File: src/rtl/regfile_scoreboard_pkg.sv
// Shared constants and types for the register file scoreboard.
// Register 0 is hardwired to zero; LINK_REG is the JAL destination (no special handling).
package rf_pkg;
  localparam int DATA_W   = 32;
  localparam int ADDR_W   = 5;
  localparam int CNT_W    = 2;
  localparam int NREGS    = 2 ** ADDR_W;
  localparam int REG_ZERO = 0;
  localparam int LINK_REG = 31;

  typedef logic [ADDR_W-1:0] reg_addr_t;
  typedef logic [DATA_W-1:0] reg_data_t;
  typedef logic [CNT_W-1:0]  reg_cnt_t;

  localparam reg_cnt_t CNT_MAX = '1;
  localparam reg_cnt_t CNT_ONE = reg_cnt_t'(1);
endpackage

File: src/rtl/regfile_scoreboard_busy_counter.sv
// Per-register pending-write counter: issue increments, retire decrements.
// A retire against an empty counter leaves it at zero and flags underflow.
module reg_busy_counter
  import rf_pkg::*;
(
  input  logic     clk,
  input  logic     rst_n,
  input  logic     inc,
  input  logic     dec,
  output reg_cnt_t cnt,
  output logic     busy,
  output logic     full,
  output logic     underflow
);

  always_ff @(posedge clk or negedge rst_n) begin
    if (!rst_n) begin
      cnt <= '0;
    end else if (inc && !dec) begin
      cnt <= cnt + CNT_ONE;
    end else if (dec && !inc && (cnt != '0)) begin
      cnt <= cnt - CNT_ONE;
    end
  end

  // no clamp on inc: the issuer's stall term keeps a full counter from being incremented
  assign busy      = (cnt != '0);
  assign full      = (cnt == CNT_MAX);
  assign underflow = dec && (cnt == '0);

endmodule

File: src/rtl/regfile_scoreboard.sv
// Register file with per-register pending-write scoreboard between decode and writeback.
// Optional macro WB_BYPASS_EN forwards the retiring value to reads and clears the last pending write early.
module regfile_scoreboard
  import rf_pkg::*;
(
  input  logic      Clk,
  input  logic      Reset,
  input  logic      IssueValid,
  input  logic      IssueRegWrite,
  input  reg_addr_t IssueDst,
  input  reg_addr_t RsAddr,
  input  reg_addr_t RtAddr,
  output reg_data_t RsData,
  output reg_data_t RtData,
  output logic      Stall,
  input  logic      WbValid,
  input  logic      WbRegWrite,
  input  reg_addr_t WbDst,
  input  reg_data_t WbData,
  output logic      ErrUnderflow
);

  reg_data_t        regs [NREGS];
  reg_cnt_t         cnt_v [NREGS];
  logic [NREGS-1:0] inc_v;
  logic [NREGS-1:0] dec_v;
  logic [NREGS-1:0] busy_v;
  logic [NREGS-1:0] full_v;
  logic [NREGS-1:0] uf_v;

  logic retire;
  logic issue_wr;
  logic rs_busy;
  logic rt_busy;

  assign retire   = WbValid && WbRegWrite && (WbDst != reg_addr_t'(REG_ZERO));
  assign issue_wr = IssueValid && !Stall && IssueRegWrite && (IssueDst != reg_addr_t'(REG_ZERO));

  // register 0 has no counter: never busy, never full
  assign inc_v[0]  = 1'b0;
  assign dec_v[0]  = 1'b0;
  assign busy_v[0] = 1'b0;
  assign full_v[0] = 1'b0;
  assign uf_v[0]   = 1'b0;
  assign cnt_v[0]  = '0;

  for (genvar g = 1; g < NREGS; g++) begin : g_cnt
    assign inc_v[g] = issue_wr && (IssueDst == reg_addr_t'(g));
    assign dec_v[g] = retire && (WbDst == reg_addr_t'(g));

    reg_busy_counter u_cnt (
      .clk       (Clk),
      .rst_n     (Reset),
      .inc       (inc_v[g]),
      .dec       (dec_v[g]),
      .cnt       (cnt_v[g]),
      .busy      (busy_v[g]),
      .full      (full_v[g]),
      .underflow (uf_v[g])
    );
  end

  always_ff @(posedge Clk or negedge Reset) begin
    if (!Reset) begin
      for (int i = 0; i < NREGS; i++) regs[i] <= '0;
    end else if (retire) begin
      regs[WbDst] <= WbData;
    end
  end

  always_ff @(posedge Clk or negedge Reset) begin
    if (!Reset) begin
      ErrUnderflow <= 1'b0;
    end else if (|uf_v) begin
      ErrUnderflow <= 1'b1;
    end
  end

`ifdef WB_BYPASS_EN
  // a register whose last pending write lands this cycle is already readable via the bypass
  always_comb begin
    rs_busy = busy_v[RsAddr];
    rt_busy = busy_v[RtAddr];
    if (retire && (WbDst == RsAddr) && (cnt_v[RsAddr] == CNT_ONE)) rs_busy = 1'b0;
    if (retire && (WbDst == RtAddr) && (cnt_v[RtAddr] == CNT_ONE)) rt_busy = 1'b0;
  end

  always_comb begin
    RsData = (RsAddr == reg_addr_t'(REG_ZERO)) ? '0 : regs[RsAddr];
    RtData = (RtAddr == reg_addr_t'(REG_ZERO)) ? '0 : regs[RtAddr];
    if (retire && (WbDst == RsAddr)) RsData = WbData;
    if (retire && (WbDst == RtAddr)) RtData = WbData;
  end
`else
  always_comb begin
    rs_busy = busy_v[RsAddr];
    rt_busy = busy_v[RtAddr];
  end

  always_comb begin
    RsData = (RsAddr == reg_addr_t'(REG_ZERO)) ? '0 : regs[RsAddr];
    RtData = (RtAddr == reg_addr_t'(REG_ZERO)) ? '0 : regs[RtAddr];
  end
`endif

  assign Stall = IssueValid && (rs_busy || rt_busy ||
                 (IssueRegWrite && (IssueDst != reg_addr_t'(REG_ZERO)) && full_v[IssueDst]));

endmodule
File: config.mk
export PLATFORM = sky130hd
export DESIGN_NAME = regfile_scoreboard
export DESIGN_NICKNAME = d
export VERILOG_FILES = /design/src/rtl/regfile_scoreboard_pkg.sv /design/src/rtl/regfile_scoreboard_busy_counter.sv /design/src/rtl/regfile_scoreboard.sv
export SDC_FILE = /design/constraint.sdc
export NUM_CORES = 2
export LEC_CHECK = 0
export BUFFER_PORTS_ARGS = -buffer_cell sky130_fd_sc_hd__buf_2
export CAP_MARGIN = 40
export CORE_ASPECT_RATIO = 0.9
export CORE_MARGIN = 1
export CORE_UTILIZATION = 45
export CTS_CLUSTER_DIAMETER = 200
export DETAILED_ROUTE_END_ITERATION = 6
export GPL_TIMING_DRIVEN = 0
export SYNTH_ARGS = -nofsm -noshare
export SYNTH_HDL_FRONTEND = slang
export SYNTH_SLANG_ARGS = --single-unit
File: constraint.sdc
create_clock -name Clk -period 4.37 [get_ports Clk]
set_input_delay 0 -clock Clk [delete_from_list [all_inputs] [get_ports Clk]]
set_output_delay 0 -clock Clk [all_outputs]
set_load 0.02 [all_outputs]
# After elaboration in Yosys (flattened, before gate mapping)
# Cells that the tools add are included.
# op_classes
addsub	62
order_cmp	7
eq_ne	93
n_mux	79
n_bitwise	3
reduce_logical	358
# ops
cell	count
bitwise mux 1024 bit	1
binary-select mux 32 bit (select 5 bit)	2
2-to-1 mux 32 bit	7
logical AND 1 bit	195
demux 32 bit (select 5 bit)	1
equality test 5 bit (second input constant)	32
2-to-1 mux 2 bit	62
nonzero test 2 bit	62
equality test 5 x 4 -> 1 bit (second input constant)	16
zero test 1 bit	63
adder 2 x 1 -> 2 bit (second input constant)	31
equality test 2 bit (second input constant)	31
zero test 2 bit	31
subtractor 2 x 1 -> 2 bit (second input constant)	31
equality test 5 x 3 -> 1 bit (second input constant)	8
OR reduction 31 bit	1
equality test 5 x 2 -> 1 bit (second input constant)	4
greater-or-equal comparator 6 bit (second input constant)	3
< comparator 5 x 6 -> 1 bit (second input constant)	3
inverter 5 -> 6 bit	3
binary-select mux 1 bit (select 5 bit)	3
equality test 5 x 1 -> 1 bit (second input constant)	2
zero test 5 bit	2
nonzero test 5 bit	2
3 further kinds	6
# word_totals
ff_bits	1087
in_bits	58
out_inout_bits	66
wordCells	666

# Longest topological paths before layout
# depth
depth_word	16
depth_mapped	12
depth_no_buf	8

# By module
# From an unflattened synthesis, not the netlist that was laid out.
# unflattened
cells_unflattened	4009
area_unflattened_um2	59467.0
# by_module_without_submodules
module	instances	cells_each	area_each_um2	seq_area_each_um2
regfile_scoreboard	1	3544	55239.2	25649.6
reg_busy_counter	31	15	136.4	50.0

# Worst setup path after synthesis
# No wires, ideal clock.
# synth_timing
kind	reg-to-output
from	register g_cnt[26].u_cnt.cnt[0]
to	output Stall
t_arrival_ns	2.486
required_ns	4.370
path_slack_ns	1.884
stages_incl_launch_ff	10
n_path_buf	2
cell_sequence	dfrtp_1 > nor2_1 > mux4_2 > mux2_2 > o2bb2ai_1 > or3_1 > buf_2 > buf_2 > nor2_2 > a21boi_0
# synth_between
elab_chain_cells	6
elab_cells_between_ends	12
classes_between	eq/ne: 1; mux: 6; reduce/logical: 5
# synth_rtl
item	line	rtl
start: declaration	regfile_scoreboard_busy_counter.sv:10	output reg_cnt_t cnt,
start signal: assignment	regfile_scoreboard_busy_counter.sv:20	cnt <= cnt + CNT_ONE;
start signal: assignment	regfile_scoreboard_busy_counter.sv:22	cnt <= cnt - CNT_ONE;
equality test 2 bit or nonzero test 2 bit (tied branches)	regfile_scoreboard_busy_counter.sv:28, regfile_scoreboard_busy_counter.sv:27	
binary-select mux 1 bit (select 5 bit) (on tied branches)	regfile_scoreboard.sv:107, regfile_scoreboard.sv:96, regfile_scoreboard.sv:97	
2-to-1 mux 1 bit (on tied branches)	regfile_scoreboard.sv:107, regfile_scoreboard.sv:96, regfile_scoreboard.sv:97	
logical AND 1 bit or logical OR 1 bit (tied branches)	regfile_scoreboard.sv:107, regfile_scoreboard.sv:106	
logical OR 1 bit *	regfile_scoreboard.sv:106	assign Stall = IssueValid && (rs_busy || rt_busy ||
logical AND 1 bit *	regfile_scoreboard.sv:106	
end: declaration	regfile_scoreboard.sv:15	output logic Stall,
# Mark *: on every way between the ends. The rest lies on a longest branch, timed or not. The select of a mux whose other input is x is not followed.

# Final worst setup path
# layout_timing
from	register g_cnt[17].u_cnt.cnt[1]
to	register g_cnt[2].u_cnt.cnt[0]
# layout_between
elab_chain_cells	15
elab_cells_between_ends	23
classes_between	eq/ne: 1; mux: 7; reduce/logical: 15
# layout_rtl
item	line	rtl
start: declaration	regfile_scoreboard_busy_counter.sv:10	
start signal: assignment	regfile_scoreboard_busy_counter.sv:20	
start signal: assignment	regfile_scoreboard_busy_counter.sv:22	
equality test 2 bit or nonzero test 2 bit (tied branches)	regfile_scoreboard_busy_counter.sv:28, regfile_scoreboard_busy_counter.sv:27	
binary-select mux 1 bit (select 5 bit) (on tied branches)	regfile_scoreboard.sv:107, regfile_scoreboard.sv:96, regfile_scoreboard.sv:97	
2-to-1 mux 1 bit (on tied branches)	regfile_scoreboard.sv:107, regfile_scoreboard.sv:96, regfile_scoreboard.sv:97	
logical AND 1 bit or logical OR 1 bit (tied branches)	regfile_scoreboard.sv:107, regfile_scoreboard.sv:106	
logical OR 1 bit *	regfile_scoreboard.sv:106	
logical AND 1 bit *	regfile_scoreboard.sv:106	
zero test 1 bit *	regfile_scoreboard.sv:37	assign issue_wr = IssueValid && !Stall && IssueRegWrite && (IssueDst != reg_addr_t'(REG_ZERO));
logical AND 1 bit * (3 in a row)	regfile_scoreboard.sv:37	
logical AND 1 bit *	regfile_scoreboard.sv:48	assign inc_v[g] = issue_wr && (IssueDst == reg_addr_t'(g));
zero test 1 bit	regfile_scoreboard_busy_counter.sv:21	end else if (dec && !inc && (cnt != '0)) begin
logical AND 1 bit (2 in a row)	regfile_scoreboard_busy_counter.sv:21	
nonzero test 2 bit (no source line)	-	
end signal: assignment	regfile_scoreboard_busy_counter.sv:20	
end signal: assignment	regfile_scoreboard_busy_counter.sv:22	
end: declaration	regfile_scoreboard_busy_counter.sv:10	
# Marked as above.
# A chain may end at the register's enable or synchronous reset.

==> flow_summary.toml <==
[setup_path]
worstPathArrival_ns = 4.91
crit_family = "simple AND/OR/NAND/NOR gates"
path_class = "flop to flop"
cp.required_ns = 5.03
cp_max_fo = 9
cp-end-kind = "flop"
cp-start-kind = "flop"
cpMaxStageDelayCell = "nor3_2"
cp.buffers_inverters = 2
crit_chain = "nor2_1 > a2111oi_0 > nor4_1 > o22ai_1 > nor3_2 > nand2_1 > o32ai_1 > dlygate4sd3_1 > nand2_1 > dlygate4sd3_1"
slowest_delay_ns = 0.66

[timing]
rsz0062_at_grt = "false"
tightest_slew_ns = 1.11
max_freq_mhz = 235
min_period_over_period_pct = 97.4
whs_ns = 0.0419
period_minus_slack_ns = 4.26
setup_viol = 0
finalHoldViolCount = 0
maxSlewHeadroom_pct = 25.6
clock-skew-final_ns = 0.0145
slew_violations = 0
finalSetupTns_ns = 0

[synthesis]
syn_area_sq_mm = 0.0592
netlist_instances = 4643
yosysSeqAreaShare_pct = 45.9
synth_edf_count = 0
syn_nets = 4701
ys_types = 64
yosys_warnings = 0
async_flop_share_pct = 100
avgSynthCellArea_sq_um = 12.8
ys.flop_type = "dfrtp_1"
ys_seq_elements = 1087

[power_and_ir_drop]
power.switching_w = 0.00808
seq_power_share_pct = 43.5
power_leakage_nw = 31.5
p_per_area_mw_per_mm2 = 409
clkPwrFrac_pct = 37.7
ir_drop_v = 0.000313
p_int_w = 0.0203
switching_share_pct = 28.5
combPwrFrac_pct = 18.8

[global_route]
grt_pass1_wl_mm = 326
antenna_found_initial = 1
grt_max_degree = 167
grt-ovfl-total = 0
grt_usage_pct = 34.4
grt_pass1_vias = 45000

[cts]
insertion_delay_ns = 0.77
path_clk_slew_ns = 0.07
htreeDepth = 3
root_buffer = "clkbuf_16"
cts.repair.resized = 0
cts_buffer_depth = 3
clock_sinks = 1087
cts_tree = "built"
cts_buffers = 119

[placed_design]
gp_congestion = 0.971
dp_hpwl_mm = 169
dp.cells = 6678
dpl_cell_area_sq_mm = 0.0647
io_buffers = 117

[floorplan]
dieArea_sq_mm = 0.133
rows = 125
die_h_microns = 346
fp.coreArea_sq_mm = 0.130
start_util_pct = 45.6
pin_count = 124
die_x_microns = 384

[routing]
num_vias = 45300
routed_wl_mm = 226
drc = 0
first_iter_violations = 6308
routedWlPerCell_microns = 32.5
ant_nets = 0
avgViaCountPerCell = 6.51
drt-pass1-iter-count = 7

[final_layout]
instances_no_fill = 6956
antenna_cells = 0
area_growth_pct = 17.2
drive_above_1_share_pct = 36.3
final_core_util_pct = 53.5
final_nets = 5203
final_area_sq_mm = 0.0694

[status]
status = "completed"

[min_path]
min_path_type = "primary input to flop"

[flow_run]
max_cap_violations = 0
-- cell families (layout without fill, tap and decap cells) --
kind of cell              after synthesis  count (layout)  share of synthesized area (%)
AOI/OAI and AO/OA                     179             179                           2.16
xor gates and xnor gates                7               7                          0.103
buffers and inverters                 469            1068                           3.12
DFF                                  1087            1087                           45.9
muxes                                1355            1355                           37.9
and+or+nand+nor                      1546            1546                           10.8
-- through the flow --
step           worst slack, ns  total power [W]
6_report                 0.113           0.0284
5_1_grt                 0.0542           0.0293
2_1_floorplan             1.88           0.0157
3_3_place_gp            -21.38           0.0174
4_1_cts                  0.335           0.0284
3_5_place_dp             0.664           0.0177
-- registers in the layout (all words and copies together) (netlist names) --
signal / count
g_cnt.u_cnt.cnt: 62
ErrUnderflow: 1
regs: 1024
-- cell usage in the layout, fill, tap and decap left out, types with 7 or more instances in the layout --
| master | netlist | layout |
|---|---|---|
| a211oi_1 | 10 | 10 |
| a21oi_1 | 20 | 20 |
| a221oi_1 | 14 | 14 |
| a22oi_1 | 12 | 12 |
| a311oi_1 | 20 | 20 |
| and2_1 | 15 | 15 |
| and3_1 | 20 | 20 |
| buf_1 | 53 | 43 |
| buf_16 | 0 | 10 |
| buf_2 | 48 | 176 |
| buf_4 | 2 | 20 |
| buf_6 | 2 | 105 |
| buf_8 | 0 | 77 |
| bufinv_16 | 0 | 13 |
| clkbuf_1 | 352 | 373 |
| clkbuf_16 | 0 | 120 |
| clkbuf_8 | 0 | 26 |
| clkinv_2 | 0 | 21 |
| dfrtp_1 | 1087 | 1087 |
| dlygate4sd3_1 | 0 | 54 |
| inv_1 | 11 | 11 |
| mux2_2 | 641 | 641 |
| mux2i_1 | 67 | 67 |
| mux4_2 | 647 | 647 |
| nand2_1 | 1139 | 1139 |
| nand2b_1 | 14 | 14 |
| nand3_1 | 45 | 45 |
| nand3b_1 | 9 | 9 |
| nand4_1 | 22 | 22 |
| nor2_1 | 164 | 162 |
| nor2b_1 | 14 | 14 |
| nor3_1 | 53 | 50 |
| nor3_2 | 4 | 7 |
| nor3b_1 | 7 | 7 |
| nor4_1 | 12 | 8 |
| o21ai_0 | 35 | 35 |
| o22ai_1 | 14 | 14 |
| or3_1 | 7 | 7 |
-- routing by layer --
layer  vias to the layer above  global-route usage (%)  part of all wire, %
met3                       653                    9.98                   12
met5                         -                       0               0.0089
li1                      18000                       -                    -
met1                     23700                    47.0                   38
met2                      2928                    50.3                   44
met4                         2                    16.5                  5.7
-- final timing paths --
kind / start / end / slack (ns) / depth (start not counted)
setup / recovery: g_cnt[17].u_cnt.cnt[1] / g_cnt[2].u_cnt.cnt[0] / 0.11 / 10
hold / removal: WbData[13] / regs[333] / 0.04 / 3
setup reg to reg: g_cnt[17].u_cnt.cnt[1] / g_cnt[2].u_cnt.cnt[0] / 0.11 / 10
hold reg to reg: regs[997] / regs[997] / 0.48 / 1
max in group asynchronous: Reset / regs[303] / 2.08 / 6
min in group asynchronous: Reset / g_cnt[18].u_cnt.cnt[0] / 0.40 / 4
-- power by group through the flow --
stage / Combinational (W) / Sequential (W) / Clock [W]
finish: 0.00535 / 0.0124 / 0.0107
CTS: 0.00530 / 0.0123 / 0.0108
global placement: 0.00499 / 0.0124 / 0
detailed placement: 0.00524 / 0.0125 / 0
global route: 0.00566 / 0.0125 / 0.0112
floorplan: 0.00358 / 0.0121 / 0
-- final cells by class --
type                    count  area (sq um)
repair buffers            381          3880
inverters                  12          47.5
multi-input cells        3087         30200
well taps                1714          2140
flip-flops and latches   1087         27200
clock inverters            48           646
fillers                 10900         60400
clock buffers             170          3450
plain buffers             457          1810
-- what timing repair did --
item / 4_1_cts / 5_1_grt
buffers inserted: 0 / 0
hold buffers: 55 / 0
endpoints found under the hold margin: 1211 / 0
-- tightest hold or removal path, cell delays in order --
cell	delay [ns]
dlygate4sd3_1	0.51
buf_2	0.13
mux2_2	0.14
-- Yosys cell counts, drive strengths merged, types with 5 or more instances --
master	n	area share [%]
a211oi	10	0.13
a21oi	20	0.17
a221oi	14	0.21
a22oi	12	0.15
a311oi	20	0.30
a31oi	6	0.063
and2	15	0.16
and3	20	0.21
buf	105	0.80
clkbuf	352	2.2
dfrtp	1087	46
inv	12	0.080
mux2	641	12
mux2i	67	1.1
mux4	647	25
nand2	1139	7.2
nand2b	14	0.15
nand3	45	0.38
nand3b	9	0.11
nand4	22	0.23
nor2	165	1.0
nor2b	14	0.15
nor3	58	0.54
nor3b	7	0.089
nor4	13	0.15
nor4b	9	0.16
o2111ai	6	0.089
o21ai	35	0.30
o22ai	14	0.15
o2bb2ai	5	0.074
or2	6	0.063
or3	7	0.074
xnor2	6	0.089
Note: power is estimated with default switching activity, not from simulation.
